**config.mk**
```make
export PLATFORM = sky130hd
export DESIGN_NAME = spi_slave_rx
export DESIGN_NICKNAME = d
export VERILOG_FILES = /design/src/rtl/spi_slave_rx.sv
export SDC_FILE = /design/constraint.sdc
export NUM_CORES = 1
export LEC_CHECK = 0
export BUFFER_PORTS_ARGS = -buffer_cell sky130_fd_sc_hd__buf_2
export CELL_PAD_IN_SITES_DETAIL_PLACEMENT = 1
export CELL_PAD_IN_SITES_GLOBAL_PLACEMENT = 2
export CORE_ASPECT_RATIO = 0.9
export CORE_MARGIN = 2
export CORE_UTILIZATION = 43
export DETAILED_ROUTE_END_ITERATION = 8
export PLACE_DENSITY_LB_ADDON = 0.1
export SLEW_MARGIN = 30
export SYNTH_ARGS = -nofsm -noshare
export SYNTH_HDL_FRONTEND = slang
export SYNTH_SLANG_ARGS = --single-unit
```
**constraint.sdc**
```tcl
create_clock -name clock -period 2.9 [get_ports clock]
set_clock_uncertainty 0.2 [all_clocks]
set_input_delay 0.435 -clock clock [delete_from_list [all_inputs] [get_ports clock]]
set_output_delay 0.435 -clock clock [all_outputs]
set_load 0.05 [all_outputs]
```
**src/rtl/spi_slave_rx.sv**
```systemverilog
// SPI receive slave: synchronises sync_clock/CS/MOSI onto clock and shifts in one DATA_W-bit frame, LSB first.
// Optional saturating frame-error counter on err_count, enabled by defining SPI_RX_ERR_CNT_EN.
module spi_slave_rx #(
  parameter int DATA_W      = 12,
  parameter int SYNC_STAGES = 2,
  parameter bit SAMPLE_FALL = 1'b1
) (
  input  logic              clock,
  input  logic              reset,
  input  logic              sync_clock,
  input  logic              CS,
  input  logic              MOSI,
  output logic [DATA_W-1:0] dout,
  output logic              done,
  output logic              frame_err,
`ifdef SPI_RX_ERR_CNT_EN
  output logic [7:0]        err_count,
`endif
  output logic              busy
);

  localparam int CNT_W = $clog2(DATA_W + 1);

  typedef enum logic [1:0] {IDLE, RECV, WAIT_CS} state_t;

  logic [SYNC_STAGES-1:0] r_sclk_sync;
  logic [SYNC_STAGES-1:0] r_cs_sync;
  logic [SYNC_STAGES-1:0] r_mosi_sync;
  logic                   r_sclk_d;

  state_t            r_state;
  logic [CNT_W-1:0]  r_bit_cnt;
  logic [DATA_W-2:0] r_shreg;
  logic [DATA_W-1:0] r_dout;
  logic              r_done;
  logic              r_frame_err;

  logic              w_sclk_s;
  logic              w_cs_s;
  logic              w_mosi_s;
  logic              w_sample_edge;
  logic [DATA_W-1:0] w_shift_in;

  state_t            w_state_nxt;
  logic [CNT_W-1:0]  w_bit_cnt_nxt;
  logic [DATA_W-2:0] w_shreg_nxt;
  logic [DATA_W-1:0] w_dout_nxt;
  logic              w_done;
  logic              w_frame_err;

  // CS chain resets high so an idle bus is never mistaken for a frame start.
  // NOTE: sequential state uses non-blocking assignments so every flop samples pre-edge values.
  always_ff @(posedge clock or posedge reset) begin
    if (reset) begin
      r_sclk_sync <= '0;
      r_cs_sync   <= '1;
      r_mosi_sync <= '0;
      r_sclk_d    <= 1'b0;
    end else begin
      r_sclk_sync <= {r_sclk_sync[SYNC_STAGES-2:0], sync_clock};
      r_cs_sync   <= {r_cs_sync[SYNC_STAGES-2:0], CS};
      r_mosi_sync <= {r_mosi_sync[SYNC_STAGES-2:0], MOSI};
      r_sclk_d    <= w_sclk_s;
    end
  end

  assign w_sclk_s      = r_sclk_sync[SYNC_STAGES-1];
  assign w_cs_s        = r_cs_sync[SYNC_STAGES-1];
  assign w_mosi_s      = r_mosi_sync[SYNC_STAGES-1];
  assign w_sample_edge = SAMPLE_FALL ? (r_sclk_d & ~w_sclk_s) : (~r_sclk_d & w_sclk_s);
  // Shift register holds only the upper DATA_W-1 bits; the final word is completed combinationally.
  assign w_shift_in    = {w_mosi_s, r_shreg};

  // NOTE: every output of this block gets a default first, so no path can infer a latch.
  always_comb begin
    w_state_nxt   = r_state;
    w_bit_cnt_nxt = r_bit_cnt;
    w_shreg_nxt   = r_shreg;
    w_dout_nxt    = r_dout;
    w_done        = 1'b0;
    w_frame_err   = 1'b0;
    unique case (r_state)
      IDLE: begin
        if (!w_cs_s) begin
          w_state_nxt   = RECV;
          w_bit_cnt_nxt = '0;
        end
      end
      RECV: begin
        if (w_cs_s) begin
          // CS deassertion outranks a coincident sampling edge.
          w_frame_err = (r_bit_cnt != '0);
          w_state_nxt = IDLE;
        end else if (w_sample_edge) begin
          w_shreg_nxt   = w_shift_in[DATA_W-1:1];
          w_bit_cnt_nxt = r_bit_cnt + CNT_W'(1);
          if (r_bit_cnt == CNT_W'(DATA_W - 1)) begin
            w_dout_nxt  = w_shift_in;
            w_done      = 1'b1;
            w_state_nxt = WAIT_CS;
          end
        end
      end
      WAIT_CS: begin
        if (w_cs_s) w_state_nxt = IDLE;
      end
      default: w_state_nxt = IDLE;
    endcase
  end

  always_ff @(posedge clock or posedge reset) begin
    if (reset) begin
      r_state     <= IDLE;
      r_bit_cnt   <= '0;
      r_shreg     <= '0;
      r_dout      <= '0;
      r_done      <= 1'b0;
      r_frame_err <= 1'b0;
    end else begin
      r_state     <= w_state_nxt;
      r_bit_cnt   <= w_bit_cnt_nxt;
      r_shreg     <= w_shreg_nxt;
      r_dout      <= w_dout_nxt;
      r_done      <= w_done;
      r_frame_err <= w_frame_err;
    end
  end

  assign dout      = r_dout;
  assign done      = r_done;
  assign frame_err = r_frame_err;
  assign busy      = (r_state != IDLE);

`ifdef SPI_RX_ERR_CNT_EN
  logic [7:0] r_err_cnt;

  // Counts in step with the frame_err pulse and sticks at all-ones.
  always_ff @(posedge clock or posedge reset) begin
    if (reset) begin
      r_err_cnt <= 8'h00;
    end else if (w_frame_err && (r_err_cnt != 8'hFF)) begin
      r_err_cnt <= r_err_cnt + 8'd1;
    end
  end

  assign err_count = r_err_cnt;
`endif

endmodule
```
== After elaboration in Yosys (flattened, before gate mapping) ==
Cells that the tools add are included.
Word-level totals
  flip-flop bits (word level): 38
  input port bits: 5
  output and inout port bits: 15
  word-level logic and storage cells: 47
Operators by class
  $add $sub $neg: 1
  equal/unequal tests: 9
  multiplexer cells: 16
  bitwise logic cells: 3
  reductions and logical operators: 8
Operators by type and width (number)
  4-bit two-way mux: 3
  4-bit AND reduction: 3
  2-bit two-way mux: 5
  2-bit != test (second input constant): 4
  4-bit case mux with 2 select lines: 1
  1-bit two-way mux: 6
  3-bit != test (second input constant): 2
  2-bit case mux with 3 select lines: 1
  4-bit by 1-bit adder with 4-bit output (second input constant): 1
  4-bit == test (second input constant): 1
  2-bit nonzero test: 2
  4-bit nonzero test: 1
  3-bit AND reduction: 1
  2-bit by 1-bit == test with 1-bit output (second input constant): 1
  2-bit == test (second input constant): 1
  2-bit zero test: 1
  1-bit NOT: 2
  1-bit bitwise AND: 1

== Logic depth before layout (Yosys ltp) ==
Gate-level depths: netlist of run 1.
  word-level depth: 5
  mapped depth: 5

== Worst setup path after synthesis of run 1 ==
No wires, ideal clock.
  path kind: reg2reg
  start point: reg r_bit_cnt[1]
  end point: reg r_dout[0], in the netlist dout[0]
  setup time: 0.125 ns
  data arrival time: 1.370 ns
  path slack: 1.204 ns
  stages on the path, launching flop included: 6
  path buffers: 1
  clock period less this slack: 1.696 ns
  cells stage by stage: dfrtp_1 > ha_1 > and4bb_4 > nand4_4 > buf_6 > mux2_4
Between the ends
  cells in the longest elaborated chain, start to end: 2
RTL lines
  start, declared: line 32  | logic [CNT_W-1:0] r_bit_cnt;
  start signal, assigned: line 121  | r_bit_cnt <= w_bit_cnt_nxt;
  4-bit == test: line 97  | if (r_bit_cnt == CNT_W'(DATA_W - 1)) begin
  4-bit AND reduction (no source line)
  end signal, assigned: line 123  | r_dout <= w_dout_nxt;
  end, declared: line 34  | logic [DATA_W-1:0] r_dout;
No other way between the ends.
A chain may end at the register's enable or synchronous reset.

== Final worst setup path of run 1 ==
  start point: reg r_state[0]
  end point: out busy
Between the ends
  cells in the longest elaborated chain, start to end: 1
RTL lines
  start, declared: line 31  | state_t r_state;
  start signal, assigned: line 120  | r_state <= w_state_nxt;
  2-bit nonzero test: line 132  | assign busy = (r_state != IDLE);
  end, declared: line 19  | output logic busy
No other way between the ends.

==> impl_metrics.env, run 1 <==
export IMPL_syn2layout_area_growth_pct=16.0
export IMPL_drt_pass1_iterations=4
export IMPL_grt_pass1_wl_mm=4.41
export IMPL_avgViaCountPerCell=5.17
export IMPL_syn_area_per_cell_um2=15.6
export IMPL_grt_pass1_vias=884
export IMPL_cts_max_level=2
export IMPL_fp_row_count=20
export IMPL_worst_pin_slew_ps=594
export IMPL_io_pins=20
export IMPL_diodes=0
export IMPL_path_cells="or2_2 -> buf_2"
export IMPL_power_density_nw_per_um2=617
export IMPL_setup_tns_ps=0
export IMPL_cp_slowest_cell="dfrtp_1"
export IMPL_crit_arrival_ps=1400
export IMPL_final_common_cell="dfrtp_1"
export IMPL_antenna_found_initial=0
export IMPL_first_iter_violations=32
export IMPL_syn_inst=97
export IMPL_maxSlewHeadroom_pct=60.3
export IMPL_syn_num_nets=104
export IMPL_seq_area_frac_synth_pct=63.0
export IMPL_max_freq_mhz=492
export IMPL_dp_hpwl_mm=1.74
export IMPL_track_usage_pct=15.8
export IMPL_ys_types=30
export IMPL_required_ps=2270
export IMPL_synth_seq_cells=38
export IMPL_root_buffer="clkbuf_8"
export IMPL_clkLatencyLatePin_ps=290
export IMPL_maxCapViolCount=0
export IMPL_setup_ws_ps=869
export IMPL_hold_ws_ps=41.8
export IMPL_gp_congestion=0.683
export IMPL_overflow=0
export IMPL_cts_buffer_depth=2
export IMPL_drive_gt1_share_pct=48.0
export IMPL_final_core_util_pct=52.0
export IMPL_cts_tree="done"
export IMPL_setup_viol=0
export IMPL_fin_crit_ps=2030
export IMPL_ctsResizeCount=0
export IMPL_clock_sinks=38
export IMPL_crit_path_end_kind="output pin"
export IMPL_grt_max_degree=26
export IMPL_num_vias=863
export IMPL_leakage_nw=0.926
export IMPL_coreArea_um2=3380
export IMPL_portBuffers=19
export IMPL_finalHoldViolations=0
export IMPL_die_h_um=60.3
export IMPL_start_kind="flop"
export IMPL_drc=0
export IMPL_ir_drop_v=0.000259
export IMPL_drv_slew=0
export IMPL_rsz0062_at_grt="false"
export IMPL_netlist_area_um2=1510
export IMPL_hold_path_class="input port to flop"
export IMPL_wl_mm=2.55
export IMPL_cts_buffers=5
export IMPL_status="completed"
export IMPL_dp_slack_ps=974
export IMPL_start_util_pct=44.8
export IMPL_drt_wirelength_per_cell_um=15.3
export IMPL_finalCritPeriodShare_pct=70.0
export IMPL_nets=129
export IMPL_n_fill_cell=341
export IMPL_ys_warnings_count=0
export IMPL_path_clk_slew_ps=70
export IMPL_die_w_um=66.5
export IMPL_ant_nets=0
export IMPL_crit_type="flop to output pin"
export IMPL_die_area_um2=4010
export IMPL_layout_common_cells="dfrtp_1, buf_2, mux2_2"
export IMPL_max_stage_delay_ps=540
export IMPL_cp_max_fo=14
-- repair_timing --
action                                  CTS  global route
hold endpoints to repair                 12             0
buffers inserted                          0             0
hold buffers                              1             0
endpoints found under the setup margin    0             0
-- kinds of logic (layout without fill, tap and decap cells) --
logic type,Yosys count,count (layout),synth area share [%]
flip-flops,38,38,63.0
AND/OR/NAND/NOR,17,17,8.84
adder cells (fa/ha/maj),2,2,1.65
multiplexers,23,23,19.3
buffers and inverters,6,32,2.07
AO/OA/AOI/OAI,11,11,5.12
-- layout make-up --
cell class | instances | area, µm² | area share (%)
clock inverter | 2 | 12.5 | 0.712
timing repair buffer | 21 | 113 | 6.41
sequential | 38 | 953 | 54.3
multi-input combinational | 53 | 529 | 30.1
tap | 44 | 55.1 | 3.13
inverter | 3 | 11.3 | 0.641
clock buffer | 6 | 82.6 | 4.70
-- cells in the mapped netlist (all sizes together) --
| library cell | instances | area (µm²) |
|---|---|---|
| nor4 | 1 | 6.26 |
| nand2b | 3 | 18.8 |
| inv | 3 | 11.3 |
| a21oi | 2 | 10.0 |
| ha | 2 | 25.0 |
| o31ai | 1 | 7.51 |
| a31o | 1 | 8.76 |
| nor2b | 1 | 6.26 |
| nor2 | 2 | 15.0 |
| and4bb | 1 | 16.3 |
| buf | 2 | 16.3 |
| or2 | 2 | 12.5 |
| nand3b | 1 | 7.51 |
| clkbuf | 1 | 3.75 |
| a211oi | 1 | 7.51 |
| o211ai | 1 | 7.51 |
| o21ai | 1 | 5.00 |
| dfrtp | 36 | 901 |
| mux2 | 23 | 293 |
| o211a | 1 | 10.0 |
| a31oi | 2 | 12.5 |
| dfstp | 2 | 52.6 |
| nand3 | 3 | 15.0 |
| a211o | 1 | 8.76 |
| nand4 | 2 | 27.5 |
| and4 | 1 | 8.76 |
-- flip-flops by register name (all words and copies together), names as in the netlist --
signal       count
r_shreg         11
done             1
r_mosi_sync      2
r_state          2
frame_err        1
r_bit_cnt        4
dout            12
r_sclk_sync      2
r_sclk_d         1
r_cs_sync        2
-- path summary, 6_finish.rpt --
| kind | from | to | slack, ps | cells after the start |
|---|---|---|---|---|
| min in group asynchronous | reset | r_shreg[6] | 510 | 3 |
| min | CS | r_cs_sync[0] | 40 | 1 |
| max in group asynchronous | reset | r_cs_sync[1] | 1240 | 4 |
| max reg2reg | r_state[1] | r_shreg[8] | 960 | 3 |
| max | r_state[0] | busy | 870 | 2 |
| min reg2reg | r_sclk_sync[0] | r_sclk_sync[1] | 150 | 0 |
-- power by group --
part | internal, W | leakage, nW | switching (W)
clock | 0.000191 | 0.0472 | 0.000183
sequential | 0.000574 | 0.501 | 0.0000369
combinational | 0.0000447 | 0.377 | 0.0000548
-- per-stage QoR --
| step | area, µm² | total power, W | std cells |
|---|---|---|---|
| floorplan | 1510 | 0.000688 | 97 |
| global placement | 1650 | 0.000718 | 158 |
| detailed placement | 1650 | 0.000723 | 158 |
| CTS | 1760 | 0.00111 | 167 |
| global route | 1760 | 0.00115 | 167 |
| finish | 1760 | 0.00108 | 167 |
-- metal layers --
layer	up-vias	part of all wire, %	track usage, %
li1	397	-	-
met1	441	47	20.7
met2	19	47	22.7
met3	6	4.4	6.21
met4	0	1.9	7.87
met5	-	0	0
-- worst max-delay path, delay by kind of cell (launching register included) --
family | cells | cell delay [ps]
buffers and inverters | 1 | 210
DFF | 1 | 540
and+or+nand+nor | 1 | 350
No activity file was read; power rests on OpenSTA's default activity.
==> inputs of run 2 (changes only) <==
--- a/config.mk
+++ b/config.mk
@@ -5,12 +5,13 @@
 export SDC_FILE = /design/constraint.sdc
 export NUM_CORES = 1
 export LEC_CHECK = 0
+export ABC_AREA = 1
 export BUFFER_PORTS_ARGS = -buffer_cell sky130_fd_sc_hd__buf_2
 export CELL_PAD_IN_SITES_DETAIL_PLACEMENT = 1
 export CELL_PAD_IN_SITES_GLOBAL_PLACEMENT = 2
 export CORE_ASPECT_RATIO = 0.9
 export CORE_MARGIN = 2
-export CORE_UTILIZATION = 43
+export CORE_UTILIZATION = 35
 export DETAILED_ROUTE_END_ITERATION = 8
 export PLACE_DENSITY_LB_ADDON = 0.1
 export SLEW_MARGIN = 30
==> constraint.sdc (replaced) <==
create_clock -name clock -period 2.1 [get_ports clock]
set_clock_uncertainty 0.2 [all_clocks]
set_input_delay 0.315 -clock clock [delete_from_list [all_inputs] [get_ports clock]]
set_output_delay 0.315 -clock clock [all_outputs]
set_load 0.05 [all_outputs]
==> run 2 against run 1 <==
  * Power up 36%
  * Worst hold slack better by 120 ps
  * Utilization decreased by 9.8 points
  * Critical path depth up 4
  * Highest routed layer unchanged
==> impl_metrics.env, run 2 <==
export IMPL_synthArstFlopShare_pct=100
export IMPL_wl_mm=3.10
export IMPL_layout_common_cells="nand2_1, dfrtp_1, buf_2"
export IMPL_synth_top_cell_area_share_pct=57.2
export IMPL_place_area_um2=1720
export IMPL_hold_start="r_cs_sync[0]"
export IMPL_grt_max_degree=39
export IMPL_synth_ff_type="dfrtp_1"
export IMPL_regToRegStartpoint="r_state[1]"
export IMPL_fin_area_um2=1860
export IMPL_min_to="r_cs_sync[1]"
export IMPL_hold_ws_ps=159
export IMPL_maxSlewHeadroom_pct=69.0
export IMPL_largest_reg_flops=12
export IMPL_crit_arrival_ps=1720
export IMPL_cts_buffers=5
export IMPL_syn_num_nets=166
export IMPL_nets=194
export IMPL_ant_nets=0
export IMPL_track_usage_pct=14.7
export IMPL_clock_sinks=38
export IMPL_drc=0
export IMPL_grt_pass1_wl_mm=5.42
export IMPL_syn2layout_area_growth_pct=17.9
export IMPL_clkLatencyLatePin_ps=290
export IMPL_seq_area_frac_synth_pct=60.5
export IMPL_syn_inst=159
export IMPL_first_iter_violations=34
export IMPL_synth_edf_count=0
export IMPL_syn_area_per_cell_um2=9.91
export IMPL_cts_buffer_depth=2
export IMPL_synth_commonest_cells="nand2_1, dfrtp_1, inv_1"
export IMPL_min_path_cells=0
export IMPL_antenna_found_initial=0
export IMPL_grt_pass1_vias=1156
export IMPL_drt_wirelength_per_cell_um=12.4
export IMPL_status="completed"
export IMPL_die_area_um2=5050
export IMPL_ctsResizeCount=0
export IMPL_start_util_pct=35.8
export IMPL_cts_setup_buffers=0
export IMPL_crit_type="flop to flop"
export IMPL_setup_ws_ps=363
export IMPL_die_h_um=67.6
export IMPL_netlist_area_um2=1580
export IMPL_dp_slack_ps=354
export IMPL_crit_path_end_kind="flop"
export IMPL_finalHoldViolations=0
export IMPL_root_buffer="clkbuf_8"
export IMPL_r2r_cells=6
export IMPL_fin_crit_ps=1740
export IMPL_dp_hpwl_mm=2.29
export IMPL_drt_pass1_iterations=4
export IMPL_dp_cells=238
export IMPL_stdcell_count=250
export IMPL_ir_drop_v=0.000286
export IMPL_avgViaCountPerCell=4.46
export IMPL_fp_row_count=23
export IMPL_reg2reg_to="r_shreg[6]"
export IMPL_power_density_nw_per_um2=792
export IMPL_ys_warnings_count=0
export IMPL_portBuffers=19
export IMPL_rsz0062_at_grt="false"
export IMPL_synth_seq_cells=38
export IMPL_setup_tns_ps=0
export IMPL_start_kind="flop"
export IMPL_gp_congestion=0.697
export IMPL_drive_gt1_share_pct=25.5
export IMPL_synthTopCellsByArea="dfrtp_1, nand2_1, nand4_1"
export IMPL_num_vias=1116
export IMPL_required_ps=2080
export IMPL_path_clk_slew_ps=70
export IMPL_setup_viol=0
export IMPL_drv_slew=0
export IMPL_diodes=0
export IMPL_ys_types=22
export IMPL_cts_tree="done"
export IMPL_maxCapViolCount=0
export IMPL_hold_path_class="flop to flop"
export IMPL_rrSetupSlack_ps=360
export IMPL_cts_max_level=2
export IMPL_synth_top_cell_by_area="dfrtp_1"
export IMPL_io_pins=20
export IMPL_worst_pin_slew_ps=464
export IMPL_overflow=0
export IMPL_die_w_um=74.7
export IMPL_cp_max_fo=13
export IMPL_finalCritPeriodShare_pct=82.7
export IMPL_coreArea_um2=4400
export IMPL_leakage_nw=0.996
export IMPL_yosysMostFrequentCell="nand2_1"
export IMPL_max_freq_mhz=576
export IMPL_final_common_cell="nand2_1"
-- run 2: changes by cell type after synthesis, sizes merged, moves of 2 or more --
cell	delta
nor2	+4
nand2	+63
o21ai	+10
nand2b	-3
nand3	+2
inv	+16
mux2	-23
nand4	+7
or2	-2
-- run 2: worst max path at each step --
stage	start	endpoint	slack (ps)	depth (start not counted)
after floorplan	r_bit_cnt[0]	dout[0]	700	6
after global placement	r_state[1]	r_shreg[6]	430	6
after detailed placement	r_state[1]	r_shreg[6]	350	6
after CTS	r_state[1]	r_shreg[6]	350	6
after global routing	r_state[1]	r_shreg[6]	180	6
final	r_state[1]	r_shreg[6]	360	6
-- run 2: worst max-delay path, stage by stage, from the launching register on --
cell,delay (ps)
dfrtp_1,430
nor2_4,310
nand2_4,90
nor2_4,270
inv_2,170
nand2_1,110
o21ai_2,50
-- run 2: cells by family (layout without fill, tap and decap cells) --
kind of cell / after synthesis / in the layout / share of synthesized area, %
AOI/OAI and AO/OA: 14 / 14 / 5.40
adders and majority gates: 2 / 2 / 1.59
buffers and inverters: 22 / 51 / 6.67
and+or+nand+nor: 83 / 83 / 25.8
DFF: 38 / 38 / 60.5
-- run 2: stage by stage --
stage | power [W] | utilization (%)
after floorplan | 0.000932 | -
after global placement | 0.000966 | 39.1
after detailed placement | 0.000970 | 39.1
after CTS | 0.00150 | 42.2
after global routing | 0.00156 | 42.2
final | 0.00147 | 42.2
-- run 2: repair_timing --
action                                  4_1_cts  5_1_grt
endpoints found under the setup margin        0        0
hold buffers                                  4        0
endpoints found under the hold margin        39        0
-- run 2: area by class of cell --
class                      count  area [µm²]
tap                           62        77.6
fill                         514        2550
multi-input combinational     99         517
clock inverter                 2        12.5
timing repair buffer          24         143
clock buffer                   6        82.6
inverter                      19        71.3
sequential                    38         953
-- run 2: metal layers --
metal  track usage [%]  share of wire [%]
met4              6.03                1.6
met2              21.6                 44
met5                 0                  0
met3              4.93                4.3
met1              19.8                 50
-- run 2: where the power goes --
part / switching [W] / total (W) / internal [W]
Clock: 0.000250 / 0.000514 / 0.000264
Combinational: 0.0000976 / 0.000141 / 0.0000435
Sequential: 0.0000365 / 0.000816 / 0.000779
Total: 0.000384 / 0.00147 / 0.00109
